$ cat src/rtl/hnf_txreq_sched_if.sv
// hnf_txreq_sched_if: requester handshake and TXREQ link bundle for the HN-F TXREQ scheduler.
// The slave modport is the scheduler side; master is the requesters and link side.
interface hnf_txreq_sched_if #(
  parameter int unsigned NUM_REQ = 2,
  parameter int unsigned FLIT_W  = 64,
  parameter int unsigned CRDW    = 4
);
  logic [NUM_REQ-1:0][FLIT_W-1:0] req_flit;
  logic [NUM_REQ-1:0]             req_v;
  logic [NUM_REQ-1:0]             req_rdy;
  logic                           link_en;
  logic [FLIT_W-1:0]              txreqflit;
  logic                           txreqflitv;
  logic                           txreqflitpend;
  logic                           txreqlcrdv;
  logic [CRDW-1:0]                crd_cnt;
  logic                           crd_ovf;

  modport master (
    output req_flit, req_v, link_en, txreqlcrdv,
    input  req_rdy, txreqflit, txreqflitv, txreqflitpend, crd_cnt, crd_ovf
  );

  modport slave (
    input  req_flit, req_v, link_en, txreqlcrdv,
    output req_rdy, txreqflit, txreqflitv, txreqflitpend, crd_cnt, crd_ovf
  );
endinterface

$ cat src/rtl/hnf_txreq_sched.sv
// hnf_txreq_sched: shares the HN-F TXREQ channel between NUM_REQ requesters, owns the TXREQ
// L-credit counter and returns all held credits as LCrdReturn flits when the link goes down.
// Build option: define HNF_TXREQ_FIXED_PRIO_EN for fixed priority (lowest index wins);
// default is round-robin arbitration.
module hnf_txreq_sched #(
  parameter int unsigned NUM_REQ  = 2,
  parameter int unsigned MAX_LCRD = 15,
  parameter int unsigned CRDW     = 4,
  parameter int unsigned FLIT_W   = 64
) (
  input logic               i_clk,
  input logic               i_rst_n,
  hnf_txreq_sched_if.slave  io_bus
);

  localparam int unsigned PTR_W = (NUM_REQ > 1) ? $clog2(NUM_REQ) : 1;

  localparam logic [1:0] ST_STOP  = 2'd0;
  localparam logic [1:0] ST_RUN   = 2'd1;
  localparam logic [1:0] ST_DRAIN = 2'd2;

  logic [1:0]         r_state;
  logic [1:0]         w_state_d;
  logic [CRDW-1:0]    r_crd_cnt;
  logic [CRDW-1:0]    w_crd_d;
  logic               r_crd_ovf;
  logic               w_ovf_d;
  logic               r_flitv;
  logic [FLIT_W-1:0]  r_flit;
  logic               r_pend;

  logic               w_issue_ok;
  logic               w_gnt_any;
  logic [PTR_W-1:0]   w_gnt_idx;
  logic [NUM_REQ-1:0] w_req_rdy;
  logic               w_ret;
  logic               w_consume;

`ifndef HNF_TXREQ_FIXED_PRIO_EN
  logic [PTR_W-1:0]   r_rr_ptr;
`endif

  assign w_issue_ok = (r_state == ST_RUN) && (r_crd_cnt != '0);
  // An LCrdReturn goes out every DRAIN cycle that still holds a credit.
  assign w_ret      = (r_state == ST_DRAIN) && (r_crd_cnt != '0);
  assign w_consume  = w_gnt_any || w_ret;

  // Pick the first requesting index, starting from the round-robin pointer (or from 0).
  always_comb begin
    int unsigned w_sum;
    w_gnt_any = 1'b0;
    w_gnt_idx = '0;
    w_req_rdy = '0;
    w_sum     = 0;
    for (int unsigned k = 0; k < NUM_REQ; k++) begin
`ifdef HNF_TXREQ_FIXED_PRIO_EN
      w_sum = k;
`else
      w_sum = 32'(r_rr_ptr) + k;
      if (w_sum >= NUM_REQ) w_sum = w_sum - NUM_REQ;
`endif
      if (!w_gnt_any && io_bus.req_v[PTR_W'(w_sum)]) begin
        w_gnt_any = 1'b1;
        w_gnt_idx = PTR_W'(w_sum);
      end
    end
    w_gnt_any = w_gnt_any && w_issue_ok;
    if (w_gnt_any) w_req_rdy[w_gnt_idx] = 1'b1;
  end

  // Credit count: arrival and consume in one cycle cancel; saturate and flag at MAX_LCRD.
  always_comb begin
    w_crd_d = r_crd_cnt;
    w_ovf_d = r_crd_ovf;
    if (io_bus.txreqlcrdv && !w_consume) begin
      if (r_crd_cnt == CRDW'(MAX_LCRD)) w_ovf_d = 1'b1;
      else                              w_crd_d = r_crd_cnt + CRDW'(1);
    end else if (!io_bus.txreqlcrdv && w_consume) begin
      w_crd_d = r_crd_cnt - CRDW'(1);
    end
  end

  // Link state: DRAIN ignores link_en until every credit, including late arrivals, is returned.
  always_comb begin
    w_state_d = r_state;
    unique case (r_state)
      ST_STOP:  if (io_bus.link_en)  w_state_d = ST_RUN;
      ST_RUN:   if (!io_bus.link_en) w_state_d = ST_DRAIN;
      ST_DRAIN: if ((r_crd_cnt == '0) && !io_bus.txreqlcrdv) w_state_d = ST_STOP;
      default:  w_state_d = ST_STOP;
    endcase
  end

  // State, credits and the registered TXREQ output stage.
  always_ff @(posedge i_clk or negedge i_rst_n) begin
    if (!i_rst_n) begin
      r_state   <= ST_STOP;
      r_crd_cnt <= '0;
      r_crd_ovf <= 1'b0;
      r_flitv   <= 1'b0;
      r_flit    <= '0;
      r_pend    <= 1'b0;
    end else begin
      r_state   <= w_state_d;
      r_crd_cnt <= w_crd_d;
      r_crd_ovf <= w_ovf_d;
      r_pend    <= (w_state_d != ST_STOP);
      if (w_gnt_any) begin
        r_flitv <= 1'b1;
        r_flit  <= io_bus.req_flit[w_gnt_idx];
      end else if (w_ret) begin
        // LCrdReturn: all-zero flit, opcode 0x00.
        r_flitv <= 1'b1;
        r_flit  <= '0;
      end else begin
        r_flitv <= 1'b0;
      end
    end
  end

`ifndef HNF_TXREQ_FIXED_PRIO_EN
  // Round-robin pointer moves to just past the last winner.
  always_ff @(posedge i_clk or negedge i_rst_n) begin
    if (!i_rst_n) begin
      r_rr_ptr <= '0;
    end else if (w_gnt_any) begin
      r_rr_ptr <= (w_gnt_idx == PTR_W'(NUM_REQ - 1)) ? '0 : w_gnt_idx + PTR_W'(1);
    end
  end
`endif

  assign io_bus.req_rdy       = w_req_rdy;
  assign io_bus.txreqflit     = r_flit;
  assign io_bus.txreqflitv    = r_flitv;
  assign io_bus.txreqflitpend = r_pend;
  assign io_bus.crd_cnt       = r_crd_cnt;
  assign io_bus.crd_ovf       = r_crd_ovf;

endmodule

$ cat src/flat_wrapper.sv
// flat-port wrapper written by rule: the top's interface ports become plain ports
module hnf_txreq_sched_flat 
#(
  parameter int unsigned NUM_REQ  = 2,
  parameter int unsigned MAX_LCRD = 15,
  parameter int unsigned CRDW     = 4,
  parameter int unsigned FLIT_W   = 64
)
  (i_clk, i_rst_n, io_bus_req_flit, io_bus_req_v, io_bus_link_en, io_bus_txreqlcrdv, io_bus_req_rdy, io_bus_txreqflit, io_bus_txreqflitv, io_bus_txreqflitpend, io_bus_crd_cnt, io_bus_crd_ovf);
  hnf_txreq_sched_if #(.NUM_REQ(NUM_REQ), .FLIT_W(FLIT_W), .CRDW(CRDW)) io_bus_i ();
  input logic i_clk;
  input logic i_rst_n;
  input wire logic [$bits(io_bus_i.req_flit)-1:0] io_bus_req_flit;
  input wire logic [$bits(io_bus_i.req_v)-1:0] io_bus_req_v;
  input wire logic [$bits(io_bus_i.link_en)-1:0] io_bus_link_en;
  input wire logic [$bits(io_bus_i.txreqlcrdv)-1:0] io_bus_txreqlcrdv;
  output wire logic [$bits(io_bus_i.req_rdy)-1:0] io_bus_req_rdy;
  output wire logic [$bits(io_bus_i.txreqflit)-1:0] io_bus_txreqflit;
  output wire logic [$bits(io_bus_i.txreqflitv)-1:0] io_bus_txreqflitv;
  output wire logic [$bits(io_bus_i.txreqflitpend)-1:0] io_bus_txreqflitpend;
  output wire logic [$bits(io_bus_i.crd_cnt)-1:0] io_bus_crd_cnt;
  output wire logic [$bits(io_bus_i.crd_ovf)-1:0] io_bus_crd_ovf;
  assign io_bus_i.req_flit = io_bus_req_flit;
  assign io_bus_i.req_v = io_bus_req_v;
  assign io_bus_i.link_en = io_bus_link_en;
  assign io_bus_i.txreqlcrdv = io_bus_txreqlcrdv;
  assign io_bus_req_rdy = io_bus_i.req_rdy;
  assign io_bus_txreqflit = io_bus_i.txreqflit;
  assign io_bus_txreqflitv = io_bus_i.txreqflitv;
  assign io_bus_txreqflitpend = io_bus_i.txreqflitpend;
  assign io_bus_crd_cnt = io_bus_i.crd_cnt;
  assign io_bus_crd_ovf = io_bus_i.crd_ovf;
  hnf_txreq_sched #(.NUM_REQ(NUM_REQ), .MAX_LCRD(MAX_LCRD), .CRDW(CRDW), .FLIT_W(FLIT_W)) u_core (.i_clk(i_clk), .i_rst_n(i_rst_n), .io_bus(io_bus_i));
endmodule
$ cat config.mk
export PLATFORM = sky130hd
export DESIGN_NAME = hnf_txreq_sched_flat
export DESIGN_NICKNAME = d
export VERILOG_FILES = /design/src/rtl/hnf_txreq_sched_if.sv /design/src/rtl/hnf_txreq_sched.sv /design/src/flat_wrapper.sv
export SDC_FILE = /design/constraint.sdc
export NUM_CORES = 1
export LEC_CHECK = 0
export ABC_AREA = 1
export CAP_MARGIN = 15
export CELL_PAD_IN_SITES_DETAIL_PLACEMENT = 1
export CELL_PAD_IN_SITES_GLOBAL_PLACEMENT = 1
export CORE_ASPECT_RATIO = 0.8
export CORE_MARGIN = 2
export CORE_UTILIZATION = 27
export CTS_CLUSTER_SIZE = 28
export DETAILED_ROUTE_END_ITERATION = 7
export GPL_TIMING_DRIVEN = 0
export PLACE_DENSITY_LB_ADDON = 0.12
export SLEW_MARGIN = 20
export SYNTH_ARGS = -nofsm -noshare
export SYNTH_HDL_FRONTEND = slang
export SYNTH_SLANG_ARGS = --single-unit
$ cat constraint.sdc
create_clock -name i_clk -period 3.2 [get_ports i_clk]
set_input_delay 0.64 -clock i_clk [delete_from_list [all_inputs] [get_ports i_clk]]
set_output_delay 0.64 -clock i_clk [all_outputs]
set_load 0.005 [all_outputs]
==> impl_metrics.tcl, run 1 <==
set metrics [dict create \
    htree_levels 3 \
    ys_seq_area_frac 0.551 \
    drc 0 \
    clock_path_buffers 2 \
    crit_path_top_delay_cell "clkdlybuf4s50_1" \
    synth_top_area_frac 0.551 \
    antenna_cells 0 \
    grt-ovfl-total 0 \
    start_kind "input pin" \
    cts_hold_buf 0 \
    hold_class "input pin to asynchronous set/reset pin" \
    io_pins 207 \
    setup_tns_ns 0 \
    skew_ns 0.00482 \
    totalWireLength_mm 12.8 \
    ys_top_cells_by_count "nand2_1, dfrtp_1, nand3_1, nor2_1" \
    min_period_ns 3.07 \
    drt_iter0_drc 110 \
    finalCritPeriodShare 0.959 \
    post-place-ws_ns 0.107 \
    drv_cap 0 \
    status "complete, no violations" \
    die_area_sq_um 13400 \
    grt_antenna_before_repair 0 \
    path_max_fanout 10 \
    synth_flop_cell "dfrtp_1" \
    first_pass_iters 4 \
    crit_path_max_incr_delay_ns 0.55 \
    cts_made_buffers 9 \
    place_area_sq_um 5640 \
    gp_congestion 0.759 \
    path_cells "clkdlybuf4s50_1 > nor2_1 > nor2_4 > nand2_2 > a21oi_2 > buf_2 > clkdlybuf4s50_1" \
    p_leak_nw 2.71 \
    rows 36 \
    areaGrowthSynthToFinish_pct 76.9 \
    cts_tree "yes" \
    vias 3635 \
    hold_ws_ns 0.239 \
    grt_pass1_wl_mm 20.1 \
    vias_per_cell 4.61 \
    arrival_ns 2.43 \
    clock.fmax_mhz 326 \
    setup_viol 0 \
    synth_top_area_cell "dfrtp_1" \
    ys_types 22 \
    cts_setup_buffers 0 \
    drive_gt1_frac 0.0692 \
    grt_usage 0.192 \
    core_area_sq_um 12200 \
    syn-num-nets 550 \
    finalMaxSlewViolations 0 \
    worstPathRequired_ns 2.56 \
    async_reset_ff_frac 1.00 \
    fp.dieW_um 129 \
    finalHoldViolations 0 \
    rsz0062_at_grt "false" \
    yosysMostFrequentCell "nand2_1" \
    layout_setup_ws_ns 0.132 \
    ir_drop_mv 0.302 \
    hpwlAfterDp_mm 9.72 \
    wl_per_cell_um 16.2 \
    initial_core_util 0.276 \
    path_clk_slew_ns 0.06 \
    synth_edf_count 0 \
    clock_sinks 74 \
    path_class "input pin to output port" \
    cts_resized 0 \
    final_antenna_net_count 0 \
    io_buffers 206 \
    fin_area_sq_um 5940 \
    relSlewSlack 0.683 \
    avgSynthCellArea_sq_um 8.13 \
    worstMarginPinSlew_ns 0.475 \
    yosysWarnings 0 \
    power_density_nw_per_um2 792 \
    synth.area.top_cells "dfrtp_1, nand2_1, nand3_1" \
    syn_area_sq_um 3360 \
    grt_max_degree 47 \
    cts-root-buf "clkbuf_16" \
    synth-seq-cells 74 \
    grt_pass1_vias 3943 \
    die_y_um 104 \
    clk_latency_ns 0.33 \
    fin_nets 768 \
    power_w 0.00471 \
    cp-end-kind "output port" \
    synth_cells 413 \
    crit_top_cell "clkdlybuf4s50_1" \
]
-- worst paths after layout --
check	depth (start not counted)	startpoint	slack, ns	endpoint
max in group asynchronous	2	i_rst_n	2.36	u_core.io_bus.txreqflit[22]$_DFFE_PN0P_
max	7	io_bus_req_v[1]	0.13	io_bus_req_rdy[0]
min reg2reg	2	u_core.io_bus.txreqflit[62]$_DFFE_PN0P_	0.50	u_core.io_bus.txreqflit[62]$_DFFE_PN0P_
max reg2reg	15	u_core.io_bus.crd_cnt[1]$_DFFE_PN0P_	0.92	u_core.io_bus.crd_cnt[3]$_DFFE_PN0P_
min in group i_clk	2	u_core.io_bus.txreqflit[62]$_DFFE_PN0P_	0.50	u_core.io_bus.txreqflit[62]$_DFFE_PN0P_
min	1	i_rst_n	0.24	u_core.io_bus.txreqflit[29]$_DFFE_PN0P_
-- critical path: cells and delay by family --
kind / cells / cell delay, ns
buffers and inverters: 3 / 1.34
and+or+nand+nor: 3 / 0.33
AOI/OAI and AO/OA: 1 / 0.13
-- stage by stage --
stage | utilization | std cells
after global routing | 0.489 | 788
final | 0.489 | 788
after detailed placement | 0.463 | 772
after CTS | 0.489 | 788
after global placement | 0.461 | 771
after floorplan | - | 413
-- cell usage in the layout (no fill, tap or decap), types with 2 or more instances in the layout --
cell,synthesis,layout
nand2_1,216,216
dfrtp_1,74,74
clkdlybuf4s50_1,0,205
nand3_1,71,71
buf_6,5,5
clkbuf_16,0,9
buf_4,7,8
buf_2,8,8
clkbuf_8,0,2
inv_1,8,8
ha_1,2,2
clkinv_2,0,3
nor2_1,9,9
-- where the power goes --
part | internal [W] | total, W | switching (W)
Combinational | 0.00115 | 0.00209 | 0.000940
Sequential | 0.00133 | 0.00158 | 0.000244
Clock | 0.000642 | 0.00104 | 0.000396
-- routing by layer --
metal	track usage	wire length, um	vias to the layer above
met5	0	0	-
met4	0.0481	169	0
met3	0.0744	1100	13
met2	0.325	6250	137
met1	0.229	5230	1750
li1	-	-	1735
-- final cells by class --
class	count	area, sq um
Buffer	21	153
Clock buffer	11	253
Clock inverter	5	52.6
Fill cell	1470	6220
Inverter	9	33.8
Multi-Input combinational cell	309	1320
Sequential cell	74	1850
Tap cell	152	190
Timing Repair Buffer	207	2090
-- sequential cells by signal, indices dropped and copies added (netlist names) --
signal	cells
u_core.io_bus.txreqflitpend	1
u_core.io_bus.crd_ovf	1
u_core.r_state	2
u_core.io_bus.crd_cnt	4
u_core.io_bus.txreqflit	64
u_core.r_rr_ptr	1
u_core.io_bus.txreqflitv	1
-- logic make-up (layout without fill, tap and decap cells) --
| logic type | after synthesis | after routing | share of synthesized area |
|---|---|---|---|
| fa+ha+maj | 3 | 3 | 0.0134 |
| buf+inv | 30 | 253 | 0.0555 |
| flops | 74 | 74 | 0.551 |
| simple gates | 300 | 300 | 0.366 |
| compound gates | 5 | 5 | 0.0112 |
| xor+xnor | 1 | 1 | 0.00261 |
(Power assumes the default switching activity.)
==> run 2, diff against run 1 <==
- SKIP_CTS_REPAIR_TIMING: default -> 1
==> results of run 2 <==
Same layout as run 1: the final DEF is identical, and so are final timing and power.
